## config.mk

```make
export PLATFORM = sky130hd
export DESIGN_NAME = seq_shift_sub_divider
export DESIGN_NICKNAME = d
export VERILOG_FILES = /design/src/rtl/seq_shift_sub_divider.sv
export SDC_FILE = /design/constraint.sdc
export NUM_CORES = 1
export LEC_CHECK = 0
export ABC_CLOCK_PERIOD_IN_PS = 3990
export BUFFER_PORTS_ARGS = -buffer_cell sky130_fd_sc_hd__buf_2
export CAP_MARGIN = 0
export CORE_MARGIN = 5
export CORE_UTILIZATION = 40
export CTS_CLUSTER_DIAMETER = 120
export DETAILED_ROUTE_END_ITERATION = 8
export SETUP_SLACK_MARGIN = 0.3
export SLEW_MARGIN = 25
export SYNTH_ARGS = -nofsm -noshare
export SYNTH_HDL_FRONTEND = slang
export SYNTH_SLANG_ARGS = --single-unit
```

## constraint.sdc

```tcl
create_clock -name clk -period 3.99 [get_ports clk]
set_clock_uncertainty 0.1 [all_clocks]
set_input_delay 0.399 -clock clk [delete_from_list [all_inputs] [get_ports clk]]
set_output_delay 0.399 -clock clk [all_outputs]
set_load 0.02 [all_outputs]
```

## src/rtl/seq_shift_sub_divider.sv

```systemverilog
// seq_shift_sub_divider: restoring divider retiring one quotient bit per clock
// Ports: clk, rst_n (async active-low); start/dividend/divisor request side;
//        busy, done (one-cycle pulse), quotient, remainder, div_by_zero results.
// Optional: define SEQ_DIV_SIGNED_EN for two's-complement operands.
module seq_shift_sub_divider #(
    parameter int WIDTH = 32,
    parameter int CNT_W = $clog2(WIDTH + 1)
) (
    input  logic             clk,
    input  logic             rst_n,
    input  logic             start,
    input  logic [WIDTH-1:0] dividend,
    input  logic [WIDTH-1:0] divisor,
    output logic             busy,
    output logic             done,
    output logic [WIDTH-1:0] quotient,
    output logic [WIDTH-1:0] remainder,
    output logic             div_by_zero
);
    localparam logic [1:0] S_IDLE = 2'd0;
    localparam logic [1:0] S_RUN  = 2'd1;
    localparam logic [1:0] S_DONE = 2'd2;
    logic [1:0]       state_q, state_d;
    logic [WIDTH:0]   r_q, r_d;
    logic [WIDTH-1:0] q_q, q_d, d_q, d_d, quo_q, quo_d, rem_q, rem_d;
    logic [CNT_W-1:0] cnt_q, cnt_d;
    logic             dbz_q, dbz_d;
    logic [WIDTH:0]   shifted, trial;
    logic [WIDTH-1:0] a_mag, b_mag, rem_mag, quo_res, rem_res;
    logic             zero_div;
`ifdef SEQ_DIV_SIGNED_EN
    logic             neg_q_q, neg_q_d, neg_r_q, neg_r_d;
`endif
    always_comb begin
        shifted  = {r_q[WIDTH-1:0], q_q[WIDTH-1]};
        trial    = shifted - {1'b0, d_q};
        zero_div = d_q == '0;
        // with a zero divisor no steps run, so Q still holds the dividend magnitude
        rem_mag  = zero_div ? q_q : r_q[WIDTH-1:0];
`ifdef SEQ_DIV_SIGNED_EN
        a_mag    = dividend[WIDTH-1] ? -dividend : dividend;
        b_mag    = divisor[WIDTH-1] ? -divisor : divisor;
        quo_res  = zero_div ? '1 : (neg_q_q ? -q_q : q_q);
        rem_res  = neg_r_q ? -rem_mag : rem_mag;
        neg_q_d  = neg_q_q;
        neg_r_d  = neg_r_q;
`else
        a_mag    = dividend;
        b_mag    = divisor;
        quo_res  = zero_div ? '1 : q_q;
        rem_res  = rem_mag;
`endif
        state_d  = state_q;
        r_d      = r_q;
        q_d      = q_q;
        d_d      = d_q;
        cnt_d    = cnt_q;
        quo_d    = quo_q;
        rem_d    = rem_q;
        dbz_d    = dbz_q;
        case (state_q)
            S_IDLE: if (start) begin
                q_d     = a_mag;
                d_d     = b_mag;
                r_d     = '0;
                // a zero divisor skips the steps and finalises on the next edge
                cnt_d   = (b_mag == '0) ? '0 : CNT_W'(WIDTH);
                state_d = S_RUN;
`ifdef SEQ_DIV_SIGNED_EN
                neg_q_d = dividend[WIDTH-1] ^ divisor[WIDTH-1];
                neg_r_d = dividend[WIDTH-1];
`endif
            end
            S_RUN: if (cnt_q == '0) begin
                state_d = S_DONE;
                quo_d   = quo_res;
                rem_d   = rem_res;
                dbz_d   = zero_div;
            end else begin
                r_d   = trial[WIDTH] ? shifted : trial;
                q_d   = {q_q[WIDTH-2:0], ~trial[WIDTH]};
                cnt_d = cnt_q - CNT_W'(1);
            end
            S_DONE:  state_d = S_IDLE;
            default: state_d = S_IDLE;
        endcase
    end
    always_ff @(posedge clk or negedge rst_n) begin
        if (!rst_n) begin
            state_q <= S_IDLE;
            r_q     <= '0;
            q_q     <= '0;
            d_q     <= '0;
            cnt_q   <= '0;
            quo_q   <= '0;
            rem_q   <= '0;
            dbz_q   <= 1'b0;
`ifdef SEQ_DIV_SIGNED_EN
            neg_q_q <= 1'b0;
            neg_r_q <= 1'b0;
`endif
        end else begin
            state_q <= state_d;
            r_q     <= r_d;
            q_q     <= q_d;
            d_q     <= d_d;
            cnt_q   <= cnt_d;
            quo_q   <= quo_d;
            rem_q   <= rem_d;
            dbz_q   <= dbz_d;
`ifdef SEQ_DIV_SIGNED_EN
            neg_q_q <= neg_q_d;
            neg_r_q <= neg_r_d;
`endif
        end
    end
    assign busy        = state_q != S_IDLE;
    assign done        = state_q == S_DONE;
    assign quotient    = quo_q;
    assign remainder   = rem_q;
    assign div_by_zero = dbz_q;
endmodule

```

==> results_dict.tcl <==
set metrics [dict create \
    maxClockFrequency_mhz 277 \
    placer_congestion_estimate 0.862 \
    placed_area_um2 9900 \
    power.leakage_nw 4.81 \
    totalNegativeSetupSlack_ns 0 \
    fraction_of_registers_with_async_set_or_reset_after_synthesis 1.00 \
    remaining_drc_errors 0 \
    unrepaired_setup_endpoints_after_global_routing "yes" \
    clk_pin_slew_worst_paths_ns 0.06 \
    pwr-share-comb 0.558 \
    hold_path_class "in2reg" \
    cts_buffer_depth 2 \
    slew_viol_final 0 \
    layout_min_cycle_time_ns 3.61 \
    period_share 0.905 \
    vias_in_the_first_global_route 7389 \
    cp.buffers_inverters 2 \
    switching_share_of_power 0.470 \
    stdcell_area_um2 10500 \
    synth_enable_flop_cells 0 \
    critical-path-max-stage-delay_ns 0.44 \
    crit_required_ns 4.18 \
    synth-main-ff-cell "sky130_fd_sc_hd__dfrtp_1" \
    floorplan.rows 54 \
    placed_cells 1378 \
    drv.max_cap_violation_count 0 \
    busiest_layer "met1" \
    design.final.nets 1220 \
    slew_headroom 0.405 \
    drt-total-wl_mm 24.6 \
    yosysWarnings 0 \
    start_util 0.407 \
    postRouteAntennaNets 0 \
    final_cell_count_no_fill 1409 \
    clockPowerShare 0.149 \
    dieArea_um2 25300 \
    synthToLayoutAreaGrowth_pct 18.5 \
    worstPathMaxFanout 5 \
    synth.lib_cells_used.distinct 57 \
    worst_ir_drop_on_vdd_mv 0.368 \
    place.port_buffers 133 \
    p_int_mw 6.11 \
    finalHoldViolCount 0 \
    critical_path_arrival_ns 3.80 \
    grt_util_all_layers 0.192 \
    synth.yosys.seq_area_share 0.476 \
    avgRoutedWirePerCell_um 17.4 \
    detailedRoute.firstIterationViolations 578 \
    die_h_um 159 \
    syn-mean-instance-area_um2 8.84 \
    ys_seq_elements 169 \
    postSynthCellCount 1005 \
    cell_chain_critical_path "inv_1, ha_1, inv_1, fa_1, a211oi_1, o211ai_2, a31oi_1, o31a_1, o21ai_0, a311o_1, a31oi_1, xor2_1, o21ai_0" \
    syn_nets 1107 \
    numCtsBuffers 17 \
    fin_worst_hold_slack_ns 0.0902 \
    global_route_track_usage_on_met1 0.297 \
    critPathKind "reg2reg" \
    detailedRoute.firstPassIterationCount 5 \
    cts_post_setup_buffers_inserted 0 \
    global_route_wire_length_before_repair_mm 40.0 \
    timing.final.setup_violations 0 \
    critical-path-top-delay-family "compound AO/OA/AOI/OAI gates" \
    power.total_mw 11.5 \
    groute.layer.met3.usage 0.0355 \
    fillers 2138 \
    tightest_slew_ns 0.884 \
    core_um2 21800 \
    grt.met2_usage 0.279 \
    design.portCount 134 \
    critical_path.startpoint_type "register" \
    tritoncts "built" \
    outcome "finished, final reports clean" \
    clock_insertion_delay_worst_skew_ns 0.42 \
    share_seq_of_total_power 0.293 \
    avgViaCountPerCell 5.47 \
    root_buffer "sky130_fd_sc_hd__clkbuf_16" \
    final_layout_size_suffix_gt1_frac 0.173 \
    crit_path_end_kind "register" \
    die_width_um 159 \
    detailroute.via_count 7707 \
    grt_max_degree 89 \
    clkSinkCount 169 \
    antenna_found_initial 0 \
    insertedDiodeCount 0 \
    post_synth_instance_area_um2 8890 \
    pwr_density_cell_nw_per_um2 1100 \
    htree_num_levels 4 \
    netSwitchingPower_mw 5.42 \
    post-dp-hpwl_mm 17.8 \
    grt_overflow_total 0 \
    critical_path.slowest_cell "sky130_fd_sc_hd__dfrtp_1" \
]
## stage by stage
| stage | util | setup slack, ns |
|---|---|---|
| final | 0.483 | 0.378 |
| after CTS | 0.482 | 0.350 |
| after floorplan | - | 0.823 |
| after global routing | 0.483 | 0.248 |
| after detailed placement | 0.454 | 0.368 |
| after global placement | 0.454 | 0.504 |
## sequential cells by signal (all words and copies together), names as in the netlist
register,count
d_q,32
q_q,32
quotient,32
r_q,32
remainder,32
cnt_q,6
state_q,2
div_by_zero,1
## path summary, 6_finish.rpt
| check | start | to | slack [ns] | cells past startpoint |
|---|---|---|---|---|
| setup / recovery | q_q[31] | r_q[28] | 0.38 | 13 |
| hold / removal | dividend[8] | q_q[8] | 0.09 | 3 |
| setup reg to reg | q_q[31] | r_q[28] | 0.38 | 13 |
| hold reg to reg | quotient[9] | quotient[9] | 0.42 | 2 |
| max in group asynchronous | rst_n | d_q[1] | 2.29 | 3 |
| min in group asynchronous | rst_n | quotient[28] | 0.50 | 2 |
## worst min-delay path: cells and delay by family
family	cells	cell delay, ns
AO/OA/AOI/OAI	1	0.05
AND/OR/NAND/NOR	1	0.05
buffers and inverters	1	0.08
## power groups by stage
| stage | clock network [mW] | registers, mW | logic, mW |
|---|---|---|---|
| 5_1_grt | 1.83 | 3.49 | 7.19 |
| 6_report | 1.72 | 3.38 | 6.44 |
| 3_3_place_gp | 0 | 3.38 | 6.31 |
| 4_1_cts | 1.76 | 3.36 | 6.40 |
| 2_1_floorplan | 0 | 3.49 | 4.39 |
| 3_5_place_dp | 0 | 3.39 | 6.37 |
## Yosys cell counts (2+ instances only)
cell / number / area, um2
sky130_fd_sc_hd__mux2i_1: 33 / 330
sky130_fd_sc_hd__a311oi_1: 3 / 26.3
sky130_fd_sc_hd__nor2_1: 140 / 526
sky130_fd_sc_hd__a21boi_0: 2 / 15.0
sky130_fd_sc_hd__dfrtp_1: 169 / 4230
sky130_fd_sc_hd__mux2_2: 2 / 22.5
sky130_fd_sc_hd__or4_1: 3 / 22.5
sky130_fd_sc_hd__o31ai_1: 4 / 30.0
sky130_fd_sc_hd__a32oi_1: 11 / 96.3
sky130_fd_sc_hd__nor4_1: 18 / 113
sky130_fd_sc_hd__o211ai_1: 4 / 30.0
sky130_fd_sc_hd__clkbuf_1: 42 / 158
sky130_fd_sc_hd__nor2b_1: 3 / 18.8
sky130_fd_sc_hd__nand2_1: 141 / 529
sky130_fd_sc_hd__o311ai_1: 4 / 35.0
sky130_fd_sc_hd__a21o_1: 9 / 67.6
sky130_fd_sc_hd__nand4_1: 5 / 31.3
sky130_fd_sc_hd__o31a_1: 3 / 26.3
sky130_fd_sc_hd__a21oi_1: 87 / 435
sky130_fd_sc_hd__inv_1: 42 / 158
sky130_fd_sc_hd__ha_1: 34 / 425
sky130_fd_sc_hd__buf_2: 5 / 25.0
sky130_fd_sc_hd__o21bai_1: 2 / 15.0
sky130_fd_sc_hd__a22oi_1: 21 / 158
sky130_fd_sc_hd__nor3_1: 7 / 35.0
sky130_fd_sc_hd__o311ai_0: 4 / 35.0
sky130_fd_sc_hd__nand3_1: 58 / 290
sky130_fd_sc_hd__o21a_1: 5 / 37.5
sky130_fd_sc_hd__o21ai_0: 56 / 280
sky130_fd_sc_hd__xor2_1: 15 / 131
sky130_fd_sc_hd__a211oi_1: 2 / 15.0
sky130_fd_sc_hd__a31oi_1: 21 / 131
sky130_fd_sc_hd__buf_1: 9 / 33.8
sky130_fd_sc_hd__and3_1: 4 / 25.0
sky130_fd_sc_hd__xnor2_1: 15 / 131
## cell families (layout without fill, tap and decap cells)
| logic type | after synthesis | count (layout) | synth area share |
|---|---|---|---|
| AO/OA/AOI/OAI | 251 | 251 | 0.176 |
| flip-flops | 169 | 169 | 0.476 |
| adder cells (fa/ha/maj) | 35 | 35 | 0.0501 |
| XOR/XNOR | 31 | 31 | 0.0314 |
| multiplexers | 35 | 35 | 0.0397 |
| buffers and inverters | 98 | 222 | 0.0421 |
| AND/OR/NAND/NOR | 386 | 386 | 0.185 |
## what timing repair did
action,CTS,global route
resized for setup,0,3
hold buffers,1,0
endpoints found under the hold margin,84,0
endpoints found under the setup margin,0,24
## layout make-up
type	count	area, um2	area share
multi-input cells	738	4350	0.413
flip-flops and latches	169	4230	0.402
repair buffers	150	840	0.0797
clock buffers	18	439	0.0417
well taps	280	350	0.0333
clock inverters	12	165	0.0157
inverters	42	158	0.0150
## routing by layer
layer / share of wire / routed length, um / vias to the layer above
met1: 0.50 / 12200 / 3659
li1: - / - / 3775
met4: 0.012 / 306 / 0
met5: 0 / 0 / -
met2: 0.43 / 10600 / 234
met3: 0.059 / 1440 / 39
## placed cells by master, fill, tap and decap left out, drive strengths merged, types with 2 or more instances in the layout
| master | synthesis | layout |
|---|---|---|
| dfrtp | 169 | 169 |
| buf | 14 | 149 |
| nand2 | 141 | 141 |
| nor2 | 140 | 140 |
| a21oi | 87 | 87 |
| nand3 | 59 | 59 |
| o21ai | 58 | 58 |
| inv | 42 | 47 |
| ha | 34 | 34 |
| mux2i | 33 | 33 |
| a31oi | 22 | 22 |
| a22oi | 21 | 21 |
| nor4 | 18 | 18 |
| clkbuf | 42 | 18 |
| xnor2 | 16 | 16 |
| xor2 | 15 | 15 |
| a32oi | 11 | 11 |
| a21o | 9 | 9 |
| o311ai | 8 | 8 |
| nor3 | 7 | 7 |
| nand4 | 5 | 5 |
| o21a | 5 | 5 |
| o211ai | 5 | 5 |
| o31ai | 5 | 5 |
| and3 | 4 | 4 |
| nor2b | 3 | 3 |
| a311oi | 3 | 3 |
| or4 | 3 | 3 |
| o31a | 3 | 3 |
| bufinv | 0 | 3 |
| a211oi | 2 | 2 |
| o21bai | 2 | 2 |
| a21boi | 2 | 2 |
| mux2 | 2 | 2 |
| clkinvlp | 0 | 2 |
| clkinv | 0 | 2 |
Power figures use the tool's default switching activity.
